$ cat config.mk
export PLATFORM = sky130hd
export DESIGN_NAME = perf_latency_monitor
export DESIGN_NICKNAME = d
export VERILOG_FILES = /design/src/rtl/perf_latency_monitor.sv
export SDC_FILE = /design/constraint.sdc
export NUM_CORES = 2
export LEC_CHECK = 0
export CAP_MARGIN = 20
export CELL_PAD_IN_SITES_DETAIL_PLACEMENT = 0
export CELL_PAD_IN_SITES_GLOBAL_PLACEMENT = 1
export CORE_ASPECT_RATIO = 0.8
export CORE_MARGIN = 5
export CORE_UTILIZATION = 55
export CTS_CLUSTER_SIZE = 28
export DETAILED_ROUTE_END_ITERATION = 12
export PLACE_DENSITY = 0.92
export SETUP_SLACK_MARGIN = 0.3
export SYNTH_ARGS = -nofsm -noshare
export SYNTH_HDL_FRONTEND = slang
export SYNTH_SLANG_ARGS = --single-unit
$ cat constraint.sdc
create_clock -name clk_i -period 25.3 [get_ports clk_i]
set_clock_uncertainty 0.15 [all_clocks]
set_input_delay 3.795 -clock clk_i [delete_from_list [all_inputs] [get_ports clk_i]]
set_output_delay 3.795 -clock clk_i [all_outputs]
set_load 0.02 [all_outputs]
$ cat src/rtl/perf_latency_monitor.sv
// Passive per-channel valid/ready latency monitor: timestamps accepted requests in a
// per-channel FIFO and folds completion latencies into saturating count/sum/min/max/last stats.
module perf_latency_monitor #(
    parameter int NUM_CH    = 2,
    parameter int CNT_WIDTH = 32,
    parameter int ACC_WIDTH = 48,
    parameter int DEPTH     = 16,
    localparam int RD_W     = (NUM_CH > 1) ? $clog2(NUM_CH) : 1,
    localparam int FILL_W   = $clog2(DEPTH + 1)
) (
    input  logic                 clk_i,
    input  logic                 rst_ni,
    input  logic                 enable_i,
    input  logic                 clear_i,
    input  logic [NUM_CH-1:0]    inp_valid_i,
    input  logic [NUM_CH-1:0]    inp_ready_i,
    input  logic [NUM_CH-1:0]    oup_valid_i,
    input  logic [NUM_CH-1:0]    oup_ready_i,
    input  logic [RD_W-1:0]      rd_ch_i,
    output logic [CNT_WIDTH-1:0] stat_count_o,
    output logic [ACC_WIDTH-1:0] stat_sum_o,
    output logic [CNT_WIDTH-1:0] stat_min_o,
    output logic [CNT_WIDTH-1:0] stat_max_o,
    output logic [CNT_WIDTH-1:0] stat_last_o,
    output logic [FILL_W-1:0]    outstanding_o,
    output logic [NUM_CH-1:0]    err_overflow_o,
    output logic [NUM_CH-1:0]    err_underflow_o
);

    localparam int PTR_W   = $clog2(DEPTH);
    localparam int ACC_EXT = ACC_WIDTH + 1;
    localparam logic [FILL_W-1:0]    FILL_FULL = FILL_W'(DEPTH);
    localparam logic [PTR_W-1:0]     PTR_LAST  = PTR_W'(DEPTH - 1);
    localparam logic [CNT_WIDTH-1:0] CNT_ONES  = '1;
    localparam logic [ACC_WIDTH-1:0] ACC_ONES  = '1;

    logic [CNT_WIDTH-1:0] ts_q, ts_d;
    logic [CNT_WIDTH-1:0] fifo_q [NUM_CH][DEPTH];
    logic [PTR_W-1:0]     wr_ptr_q [NUM_CH];
    logic [PTR_W-1:0]     wr_ptr_d [NUM_CH];
    logic [PTR_W-1:0]     rd_ptr_q [NUM_CH];
    logic [PTR_W-1:0]     rd_ptr_d [NUM_CH];
    logic [FILL_W-1:0]    fill_q   [NUM_CH];
    logic [FILL_W-1:0]    fill_d   [NUM_CH];
    logic [CNT_WIDTH-1:0] count_q  [NUM_CH];
    logic [CNT_WIDTH-1:0] count_d  [NUM_CH];
    logic [ACC_WIDTH-1:0] sum_q    [NUM_CH];
    logic [ACC_WIDTH-1:0] sum_d    [NUM_CH];
    logic [CNT_WIDTH-1:0] min_q    [NUM_CH];
    logic [CNT_WIDTH-1:0] min_d    [NUM_CH];
    logic [CNT_WIDTH-1:0] max_q    [NUM_CH];
    logic [CNT_WIDTH-1:0] max_d    [NUM_CH];
    logic [CNT_WIDTH-1:0] last_q   [NUM_CH];
    logic [CNT_WIDTH-1:0] last_d   [NUM_CH];
    logic [NUM_CH-1:0]    ovf_q, ovf_d;
    logic [NUM_CH-1:0]    unf_q, unf_d;

    logic [NUM_CH-1:0]    inp_ev, oup_ev;
    logic [NUM_CH-1:0]    push, pop, rec;
    logic [CNT_WIDTH-1:0] lat      [NUM_CH];
    logic [ACC_EXT-1:0]   sum_ext  [NUM_CH];
    logic [RD_W-1:0]      sel;

    assign inp_ev = inp_valid_i & inp_ready_i & {NUM_CH{enable_i}};
    assign oup_ev = oup_valid_i & oup_ready_i;

    function automatic logic [PTR_W-1:0] ptr_inc(input logic [PTR_W-1:0] p);
        return (p == PTR_LAST) ? '0 : p + PTR_W'(1);
    endfunction

    always_comb begin
        ts_d = ts_q + CNT_WIDTH'(1);
        ovf_d = ovf_q;
        unf_d = unf_q;
        push = '0;
        pop = '0;
        rec = '0;
        for (int c = 0; c < NUM_CH; c++) begin
            wr_ptr_d[c] = wr_ptr_q[c];
            rd_ptr_d[c] = rd_ptr_q[c];
            fill_d[c]   = fill_q[c];
            count_d[c]  = count_q[c];
            sum_d[c]    = sum_q[c];
            min_d[c]    = min_q[c];
            max_d[c]    = max_q[c];
            last_d[c]   = last_q[c];
            lat[c]      = ts_q - fifo_q[c][rd_ptr_q[c]];
            sum_ext[c]  = '0;

            // An empty FIFO with a same-cycle accept is a pass-through of zero latency.
            if (oup_ev[c]) begin
                if (fill_q[c] != '0) begin
                    pop[c] = 1'b1;
                    rec[c] = 1'b1;
                    push[c] = inp_ev[c];
                end else if (inp_ev[c]) begin
                    rec[c] = 1'b1;
                    lat[c] = '0;
                end else if (enable_i) begin
                    unf_d[c] = 1'b1;
                end
            end else if (inp_ev[c]) begin
                if (fill_q[c] == FILL_FULL) begin
                    ovf_d[c] = 1'b1;
                end else begin
                    push[c] = 1'b1;
                end
            end

            if (push[c]) wr_ptr_d[c] = ptr_inc(wr_ptr_q[c]);
            if (pop[c])  rd_ptr_d[c] = ptr_inc(rd_ptr_q[c]);
            if (push[c] && !pop[c]) fill_d[c] = fill_q[c] + FILL_W'(1);
            if (pop[c] && !push[c]) fill_d[c] = fill_q[c] - FILL_W'(1);

            if (rec[c]) begin
                count_d[c] = (count_q[c] == CNT_ONES) ? count_q[c] : count_q[c] + CNT_WIDTH'(1);
                sum_ext[c] = {1'b0, sum_q[c]} + ACC_EXT'(lat[c]);
                sum_d[c]   = sum_ext[c][ACC_WIDTH] ? ACC_ONES : sum_ext[c][ACC_WIDTH-1:0];
                if (lat[c] < min_q[c]) min_d[c] = lat[c];
                if (lat[c] > max_q[c]) max_d[c] = lat[c];
                last_d[c]  = lat[c];
            end

            // Clear wins over anything that happened this cycle.
            if (clear_i) begin
                push[c]     = 1'b0;
                wr_ptr_d[c] = '0;
                rd_ptr_d[c] = '0;
                fill_d[c]   = '0;
                count_d[c]  = '0;
                sum_d[c]    = '0;
                min_d[c]    = CNT_ONES;
                max_d[c]    = '0;
                last_d[c]   = '0;
                ovf_d[c]    = 1'b0;
                unf_d[c]    = 1'b0;
            end
        end
    end

    always_ff @(posedge clk_i or negedge rst_ni) begin
        if (!rst_ni) begin
            ts_q  <= '0;
            ovf_q <= '0;
            unf_q <= '0;
            for (int c = 0; c < NUM_CH; c++) begin
                wr_ptr_q[c] <= '0;
                rd_ptr_q[c] <= '0;
                fill_q[c]   <= '0;
                count_q[c]  <= '0;
                sum_q[c]    <= '0;
                min_q[c]    <= CNT_ONES;
                max_q[c]    <= '0;
                last_q[c]   <= '0;
            end
        end else begin
            ts_q  <= ts_d;
            ovf_q <= ovf_d;
            unf_q <= unf_d;
            for (int c = 0; c < NUM_CH; c++) begin
                wr_ptr_q[c] <= wr_ptr_d[c];
                rd_ptr_q[c] <= rd_ptr_d[c];
                fill_q[c]   <= fill_d[c];
                count_q[c]  <= count_d[c];
                sum_q[c]    <= sum_d[c];
                min_q[c]    <= min_d[c];
                max_q[c]    <= max_d[c];
                last_q[c]   <= last_d[c];
            end
        end
    end

    // Timestamp storage needs no reset: fill and pointers decide what is valid.
    always_ff @(posedge clk_i) begin
        for (int c = 0; c < NUM_CH; c++) begin
            if (push[c]) fifo_q[c][wr_ptr_q[c]] <= ts_q;
        end
    end

    always_comb begin
        sel = rd_ch_i;
        if (int'(rd_ch_i) >= NUM_CH) sel = '0;
    end

    assign stat_count_o    = count_q[sel];
    assign stat_sum_o      = sum_q[sel];
    assign stat_min_o      = min_q[sel];
    assign stat_max_o      = max_q[sel];
    assign stat_last_o     = last_q[sel];
    assign outstanding_o   = fill_q[sel];
    assign err_overflow_o  = ovf_q;
    assign err_underflow_o = unf_q;

endmodule

==> impl_metrics.tcl <==
set metrics [dict create \
    status "completed" \
    grt_max_degree 143 \
    ys_seq_area_share_pct 59.9 \
    slew_headroom_pct 16.1 \
    max_cap_violations 0 \
    hold_violations 0 \
    fin_ws_ns 14.79 \
    dpl.cell_count 7067 \
    fp.dieW_microns 405 \
    period_share_pct 41.5 \
    dr.pass1.iters 6 \
    finalCriticalPeriod_ns 10.51 \
    synth-edff-count 1024 \
    synthesis.area_sq_um 68700 \
    yosysUniqueCellTypes 75 \
    report.power.total_mw 6.13 \
    drc 0 \
    tightest_slew_ns 1.26 \
    grt_pass1_wl_mm 295 \
    hold_class "register to register" \
    stdcell_area_sq_um 77700 \
    io_buffers 197 \
    first_global_vias 45700 \
    clockBufferDepth 3 \
    placed_area_sq_um 73200 \
    rr_worst_depth 25 \
    clock-sinks 1438 \
    synthDominantCellAreaShare_pct 44.7 \
    rows 116 \
    whs_ns 0.325 \
    end_kind "primary output" \
    worstPathArrival_ns 6.56 \
    crit_fanout 142 \
    post-place-ws_ns 14.83 \
    routed_wl_mm 199 \
    dp_hpwl_mm 126 \
    post-route-util_pct 62.4 \
    drt_iter0_markers 6080 \
    setup_tns_ns 0 \
    htree_levels 4 \
    regArea_sq_um 41200 \
    p_leak_nw 29.5 \
    post_drt_wl_per_cell_microns 27.2 \
    grt_usage_pct 29.7 \
    critical_path_class "primary input to primary output" \
    core_sq_um 125000 \
    antenna_found_initial 6 \
    num_vias 47500 \
    path_clk_slew_ns 0.06 \
    grt_overflow 0 \
    syn_to_final_growth_pct 13.1 \
    die_h_microns 326 \
    drv_slew 0 \
    design.portCount 198 \
    gp_congestion 0.989 \
    max_freq_mhz 95.2 \
    fillCellCount 9104 \
    cts_tree "yes" \
    p_per_area_nw_per_um2 78.9 \
    synthTopCellsByArea "edfxtp_1 (45%), dfrtp_1 (13%), ha_1 (5.0%)" \
    yosysMostFrequentCell "edfxtp_1" \
    min_delay_path_depth 2 \
    synthArstFlopShare_pct 28.8 \
    synthFlopType "edfxtp_1" \
    required_ns 21.35 \
    start_util_pct 55.1 \
    syn_avg_cell_area_sq_um 12.9 \
    final_nets 5847 \
    clkLatencyLatePin_ns 0.80 \
    ant_nets 0 \
    stdcell_count 7322 \
    multi_input_area_sq_um 26200 \
    post_cts_buffers 0 \
    fp.dieArea_sq_um 132000 \
    cts_hold_buf 0 \
    ys_warn_count 0 \
    drive_gt1_share_pct 13.8 \
    synthCells 5345 \
    ir_drop_v 0.0000725 \
    setup_viol 0 \
    synth_common_cells "edfxtp_1 (1,024), nand2_1 (473), a21oi_1 (354), dfrtp_1 (350), nor2_1 (333)" \
    post_cts_resized 0 \
    rsz0062_at_grt "false" \
    worstSetupStartpointType "primary input" \
    cts-root-buf "clkbuf_16" \
    cts_made_buffers 138 \
    synth_seq_cells 1438 \
    synth_top_area_cell "edfxtp_1" \
    synth_nets 5637 \
    avgViaCountPerCell 6.49 \
]
[layout by cell type (no fill, tap or decap), types with 14 or more instances in the layout]
master and count:
a221oi_1 128, nor2_4 21, buf_4 133, mux2i_1 231
clkbuf_1 39, o31ai_1 32, inv_1 193, nand3_1 98
mux2_2 164, and3_1 42, clkbuf_16 138, xor2_1 108
clkbuf_8 15, a21oi_1 352, nor3_1 42, o21ai_0 257
nand4_1 61, nand2b_1 18, nand2_1 472, mux4_2 130
clkinv_2 24, o22ai_1 14, ha_1 273, a211oi_1 30
clkdlybuf4s50_1 194, o211ai_1 63, and4_1 16, dfrtp_1 344
clkinv_1 14, dfstp_2 64, xnor2_1 92, edfxtp_1 1024
nor2b_1 31, and2_1 25, o21a_1 77, a31oi_1 50
a21o_1 101, nor2_1 312
[registers in the layout, indices dropped and copies added (netlist names)]
register         count
fill_q              10
err_overflow_o       2
err_underflow_o      2
max_q               64
fifo_q            1024
wr_ptr_q             8
ts_q                32
rd_ptr_q             8
min_q               64
last_q              64
sum_q               96
count_q             64
[area by class of cell]
| cell class | count | area share (%) |
|---|---|---|
| Inverter | 194 | 0.940 |
| Clock inverter | 63 | 0.966 |
| Antenna cell | 1 | 0.00322 |
| Tap cell | 1652 | 2.66 |
| Clock buffer | 191 | 4.88 |
| Sequential cell | 1438 | 53.0 |
| Multi-Input combinational cell | 3451 | 33.7 |
| Timing Repair Buffer | 332 | 3.89 |
[report_power, final]
| part | total (mW) | switching [mW] | leakage [nW] | internal (mW) |
|---|---|---|---|---|
| clock network | 2.07 | 0.934 | 2.20 | 1.13 |
| registers | 2.70 | 0.100 | 15.0 | 2.60 |
| logic | 1.37 | 0.835 | 12.3 | 0.532 |
[logic make-up (layout without fill, tap and decap cells)]
group                      after synthesis  count (layout)  synth area share [%]
and+or+nand+nor                       1218            1218                  8.03
AOI/OAI and AO/OA                     1229            1229                  11.5
xor gates and xnor gates               200             200                  2.55
other                                    0               1                     0
muxes                                  525             525                  10.3
adders and majority gates              279             279                  5.14
DFF                                   1438            1438                  59.9
buffers and inverters                  456             780                  2.50
[critical path, cell delays in order]
cell and delay (ns):
clkbuf_8 0.79, buf_4 0.92, mux2_2 0.42, clkdlybuf4s50_1 0.55
[metal layers]
layer  part of all wire (%)  vias to the layer above  GRT usage (%)
met3                     12                      444           7.95
li1                       -                    20700              -
met1                     40                    23600           42.5
met2                     45                     2748           44.9
met5                  0.014                        -              0
met4                    3.2                        4           9.02
[worst paths after layout]
path / start / end / slack (ns)
setup / recovery: rd_ch_i / stat_sum_o[37] / 14.79
min in group asynchronous: rst_ni / sum_q[3] / 2.91
hold reg to reg: max_q[41] / max_q[41] / 0.33
max in group asynchronous: rst_ni / rd_ptr_q[7] / 18.99
hold / removal: max_q[41] / max_q[41] / 0.33
setup reg to reg: rd_ptr_q[6] / sum_q[77] / 14.99
(Power assumes the default switching activity.)
